### src/rtl/alu_core.sv
// 32-bit signed ALU for the execute stage: eight logic/arithmetic functions
// with a registered result and a registered signed add/subtract overflow flag.
module alu_core (
    input  logic        clk,
    input  logic        rst_n,
    input  logic [31:0] operand1,
    input  logic [31:0] operand2,
    input  logic [2:0]  aluop,
    output logic [31:0] alu_out,
    output logic        add_sub_overflow
);

    typedef enum logic [2:0] {
        OP_NEG = 3'b000,
        OP_AND = 3'b001,
        OP_XOR = 3'b010,
        OP_OR  = 3'b011,
        OP_DEC = 3'b100,
        OP_ADD = 3'b101,
        OP_SUB = 3'b110,
        OP_INC = 3'b111
    } aluop_e;

    aluop_e      w_op;
    logic [31:0] w_result;
    logic        w_overflow;
    logic [31:0] r_alu_out;
    logic        r_overflow;

    assign w_op = aluop_e'(aluop);

    always_comb begin
        // NOTE: defaults first so every path assigns every output; no latch is inferred.
        w_result   = '0;
        w_overflow = 1'b0;
        unique case (w_op)
            OP_NEG: w_result = 32'd0 - operand1;
            OP_AND: w_result = operand1 & operand2;
            OP_XOR: w_result = operand1 ^ operand2;
            OP_OR:  w_result = operand1 | operand2;
            OP_DEC: w_result = operand1 - 32'd1;
            OP_ADD: begin
                w_result   = operand1 + operand2;
                // Same-sign operands producing an opposite-sign sum.
                w_overflow = (operand1[31] == operand2[31]) && (w_result[31] != operand1[31]);
            end
            OP_SUB: begin
                w_result   = operand1 - operand2;
                w_overflow = (operand1[31] != operand2[31]) && (w_result[31] != operand1[31]);
            end
            OP_INC: w_result = operand1 + 32'd1;
            default: w_result = '0;
        endcase
    end

    always_ff @(posedge clk or negedge rst_n) begin
        if (!rst_n) begin
            r_alu_out  <= '0;
            r_overflow <= 1'b0;
        end else begin
            // NOTE: non-blocking so both flops update together from this cycle's inputs.
            r_alu_out  <= w_result;
            r_overflow <= w_overflow;
        end
    end

    assign alu_out          = r_alu_out;
    assign add_sub_overflow = r_overflow;

endmodule

### config.mk
export PLATFORM = sky130hd
export DESIGN_NAME = alu_core
export DESIGN_NICKNAME = d
export VERILOG_FILES = /design/src/rtl/alu_core.sv
export SDC_FILE = /design/constraint.sdc
export NUM_CORES = 1
export LEC_CHECK = 0
export ABC_AREA = 1
export ABC_CLOCK_PERIOD_IN_PS = 830
export BUFFER_PORTS_ARGS = -buffer_cell sky130_fd_sc_hd__buf_2
export CAP_MARGIN = 30
export CORE_MARGIN = 2
export CORE_UTILIZATION = 55
export DETAILED_ROUTE_END_ITERATION = 12
export GPL_TIMING_DRIVEN = 1
export PLACE_DENSITY = 0.75
export RECOVER_POWER = 25
export SKIP_CTS_REPAIR_TIMING = 1
export SYNTH_ARGS = -nofsm -noshare
export SYNTH_HDL_FRONTEND = slang
export SYNTH_SLANG_ARGS = --single-unit
### constraint.sdc
create_clock -name clk -period 0.83 [get_ports clk]
set_input_delay 0.083 -clock clk [delete_from_list [all_inputs] [get_ports clk]]
set_output_delay 0.083 -clock clk [all_outputs]
set_load 0.03 [all_outputs]
==> results of run 1 <==
==> cell families after synthesis <==
kind of cell	after synthesis	share of synthesized area, %
flops	33	7.77
compound gates	226	11.9
xor+xnor	29	2.39
fa+ha+maj	134	16.0
buf+inv	446	16.2
simple gates	1145	45.8
==> cells in the mapped netlist, types with 4 or more instances <==
| cell type | number |
|---|---|
| nand2_1 | 691 |
| inv_1 | 383 |
| nor2_1 | 188 |
| nand3_1 | 160 |
| ha_1 | 131 |
| a21oi_1 | 113 |
| o21ai_0 | 43 |
| dfrtp_1 | 33 |
| nand4_1 | 30 |
| o22ai_1 | 29 |
| buf_2 | 27 |
| xor2_1 | 26 |
| inv_2 | 20 |
| nor3_1 | 16 |
| o21bai_1 | 12 |
| nand3b_1 | 11 |
| nor2_2 | 11 |
| o21ai_1 | 10 |
| clkbuf_1 | 8 |
| and2_1 | 6 |
| a211oi_1 | 5 |
| nand2_2 | 5 |
| nor4_1 | 5 |
| nor2_4 | 4 |
| o2111ai_1 | 4 |
| o221ai_1 | 4 |
| or2_2 | 4 |
==> routing by layer <==
metal / GRT overflow / track usage [%]
met1: 3 / 79.4
met2: 67 / 95.6
met3: 2 / 63.2
met4: 39 / 81.9
met5: 0 / 27.8
==> stage by stage <==
stage / util, % / instances / hold slack, ps
after CTS: 79.5 / 2743 / -242
after detailed placement: 78.6 / 2735 / 76.3
after global placement: 78.6 / 2735 / 69.3
after floorplan: - / 2013 / -213
==> results by group, run 1 <==
Clocking
  • Clock Path Buffers: 2
  • TritonCTS sink count: 33
  • TritonCTS buffer count: 5
  • CTS root buffer: clkbuf_16
  • Htree depth: 2

Place
  • Placer congestion estimate: between 1 and 1.5
  • DPL Wire Length: 40,600 um
  • Placed inst area: approximately 15,000 um2
  • IO Port Bufs: 101
  • Pre-CTS WS: -1500 ps

Floorplan
  • I/O pin cnt: 102
  • Initial Util: between 50 and 60%
  • Die height: between 100 and 150 um
  • Die Span X: 143 um
  • Row Count: 50

Synth
  • Mapped Area: between 10,000 and 15,000 um2
  • Synth warn: 0
  • Post-synth EDFFs: 0
  • Synth cell types: 46
  • Post-Syn Instances: about 2,000
  • Share of the synthesized area in the top cell type: about a quarter
  • Post-synthesis async set-or-reset flop share: 100%
  • Synth area leaders: nand2_1 24%, ha_1 15%, inv_1 14%
  • Flops & latches, synth: 33
  • Seq/Total Area, Yosys: under 10%
  • Syn Area/Cell: roughly 5.3 um2
  • Synth Flop Type: dfrtp_1
  • Net count after synthesis: between 2,000 and 2,500
  • Post-synth top area cell: nand2_1

GRT
  • GRT Total Usage: between 70% and 80%
  • Largest net degree at the start of global routing: 34
  • Remaining Overflow, GRT: 111

STA
  • WEP type: sequential cell input
  • Post-GRT worst EP: alu_out[26]$_DFF_PN0_/D

Status
  • First error: [ERROR GRT-0232] Routing congestion too high. Check the congestion heatmap in the GUI.
  • Stop stage: 5_1_grt
  • Status: did not finish
==> inputs of run 2 (changes only) <==
Settings changed: CORE_UTILIZATION 55 to 40, PLACE_DENSITY 0.75 to not set, PLACE_DENSITY_LB_ADDON set to 0.15.
==> run 2 against run 1 <==
The flow now finishes, with violations (setup timing). Synthesized area stayed put. Synthesized cell count stayed put.
==> results by group, run 2 <==
STA
  • Hold Violations, Final: 0
  • Worst Slack Setup Final: -1060 ps
  • Fmax: approximately 530 MHz
  • RSZ-0062 raised after global routing: true
  • Period utilization: 228%
  • Max_slew headroom: between 70% and 80%
  • Max Slew Vio Count: 0
  • Tmin final: 1890 ps
  • Final setup vio count: 66
  • Slew @ Worst Pin: approximately 440 ps

Synth
  • Post-Syn Instances: 2,013
  • Synth area leaders: nand2_1 24%, ha_1 15%, inv_1 14%
  • Syn Area/Cell: between 5 and 6 um2
  • Synth warn: 0
  • Seq/Total Area, Yosys: between 7 and 8%
  • Post-synth top area cell: nand2_1
  • Top-count cell post-synth: nand2_1
  • Net count after synthesis: between 2,000 and 2,500
  • Flops & latches, synth: 33
  • Mapped Area: 10,600 um2
  • Share of the synthesized area in the top cell type: 24.4%
  • Post-synthesis async set-or-reset flop share: 100%
  • Synth cell types: 46
  • Synth Flop Type: dfrtp_1
  • Synth top cells by count: 691 x nand2_1, 383 x inv_1, 188 x nor2_1
  • Post-synth EDFFs: 0

GRT
  • Initial antenna violation count: 0
  • Global-route wire length before repair: ~74,000 um
  • Largest net degree at the start of global routing: 25
  • Remaining Overflow, GRT: 0
  • Vias in the first global route: approximately 14,000
  • GRT Total Usage: roughly a third

Floorplan
  • Core Box Area: about 26,000 um2
  • I/O pin cnt: 102
  • Initial Util: 40.8%
  • Die height: around 170 um
  • Row Count: 59
  • Die Span X: around 170 um
  • Die area: ~28,000 um2

Clocking
  • TritonCTS sink count: 33
  • CTS tree: built
  • TritonCTS buffer count: 5
  • Reg clk slew, reported paths: about 60 ps
  • Clock Path Buffers: 2
  • Htree depth: 2
  • CTS root buffer: clkbuf_16

Pwr
  • Pwr dens: between 900 and 1000 nW/um2
  • Clk pwr share: 14.6%
  • Pint: around 8000 uW
  • Comb pwr share: around 72%
  • VDD IR max: between 1000 and 1500 uV
  • Sequential share of power: 13.2%
  • Leak: 0.00929 uW
  • Switch share: about half
  • P_sw: ~7800 uW

Drt
  • # DRC: 0
  • DRT Pass-1 Iters: 5
  • Drt wl/cell: ~18 um
  • Post-route ant nets: 0
  • Via/cell ratio: about 5.2
  • Drt total wl: ~51,000 um
  • Vias: roughly 15,000
  • Initial DRC count: 1,507

Cells and area
  • Share of cells above drive strength 1: around 34%
  • Layout area overhead: 56.4%
  • Nets: 2,714
  • Highest-count cells in the layout ignoring fill and taps: 623 x nand2_1, 409 x buf_4, 349 x inv_1
  • Most common cell after layout, fill and taps aside: nand2_1
  • Post-route insts no fill: 2,847
  • Max FFs per register: 32
  • Layout Cell Area excl Fill: 16,600 um2
  • Inserted Diodes: 0

Setup path
  • Worst-path maximum fanout: 24
  • Startpoint Class: input port
  • Worst path arrival time: ~2100 ps
  • Data required time of the worst path: 1020 ps
  • Setup CP Type: input port to register
  • Crit end category: register

Place
  • Inst Count DP: between 2,000 and 3,000
  • Placer congestion estimate: 1.03
  • Pre-CTS WS: -1560 ps
  • DPL Wire Length: 42,600 um
  • IO Port Bufs: 101
  • Placed inst area: 15,100 um2

Run
  • MaxCap Viol Count: 0

Hold path
  • Hold Crit Class: input port to register

Status
  • Failing checks: setup timing
  • Status: finished with violations
run 2: cell counts after synthesis:
No cell type changed its count.
run 2: final cells by class:
| type | instances | area, um2 |
|---|---|---|
| Clock buffer | 7 | 153 |
| Clock inverter | 1 | 5.00 |
| Fill cell | 2541 | 9440 |
| Inverter | 406 | 1580 |
| Multi-Input combinational cell | 1534 | 9450 |
| Sequential cell | 33 | 826 |
| Tap cell | 335 | 419 |
| Timing Repair Buffer | 531 | 4190 |
run 2: kinds of logic after synthesis:
| group | count (synthesis) | share of synthesized area (%) |
|---|---|---|
| AO/OA/AOI/OAI | 226 | 11.9 |
| adder cells (fa/ha/maj) | 134 | 16.0 |
| flip-flops | 33 | 7.77 |
| XOR/XNOR | 29 | 2.39 |
| buffers and inverters | 446 | 16.2 |
| AND/OR/NAND/NOR | 1145 | 45.8 |
run 2: through the flow:
stage / TNS [ps] / power (uW) / hold slack (ps) / utilization (%)
after floorplan: -29970 / 7450 / -213 / -
after global placement: -40810 / 11800 / -22.2 / 58.1
after detailed placement: -41910 / 11900 / -16.9 / 58.1
after CTS: -35180 / 14200 / -348 / 58.7
after global routing: -34470 / 16700 / 231 / 63.8
final: -30590 / 15800 / 203 / 63.8
run 2: routing by layer:
| metal | share of wire [%] | global-route usage (%) | wire length [um] | vias to the layer above |
|---|---|---|---|---|
| met1 | 43 | 46.2 | 22000 | 6862 |
| met5 | 0 | 0 | 0 | - |
| met3 | 9.8 | 8.22 | 5000 | 98 |
| met2 | 44 | 55.4 | 22400 | 608 |
| met4 | 2.9 | 8.47 | 1460 | 0 |
| li1 | - | - | - | 7281 |
run 2: power groups by stage:
stage / logic, uW / clock network [uW] / registers (uW)
global route: 12200 / 2340 / 2090
finish: 11400 / 2300 / 2070
detailed placement: 9900 / 0 / 2020
CTS: 9940 / 2270 / 1990
floorplan: 4900 / 0 / 2540
global placement: 9760 / 0 / 2020
run 2: worst paths after layout:
check | from | endpoint | slack [ps] | depth (start not counted)
max | aluop[2] | alu_out[12]$_DFF_PN0_ | -1060 | 14
min | operand1[0] | alu_out[0]$_DFF_PN0_ | 200 | 4
max in group asynchronous | rst_n | alu_out[0]$_DFF_PN0_ | 50 | 3
min in group asynchronous | rst_n | add_sub_overflow$_DFF_PN0_ | 240 | 2
run 2: worst max-delay path, cell delays in order:
cell and delay, ps:
buf_8 90, nand3_4 100, buf_12 190, ha_4 290
nand2_1 130, o21bai_1 300, inv_1 140, nand3_4 150
a21oi_4 80, o21ai_4 90, buf_4 130, o21ai_0 60
nor2_1 150, nor2_1 70
Note: power is estimated with default switching activity, not from simulation.
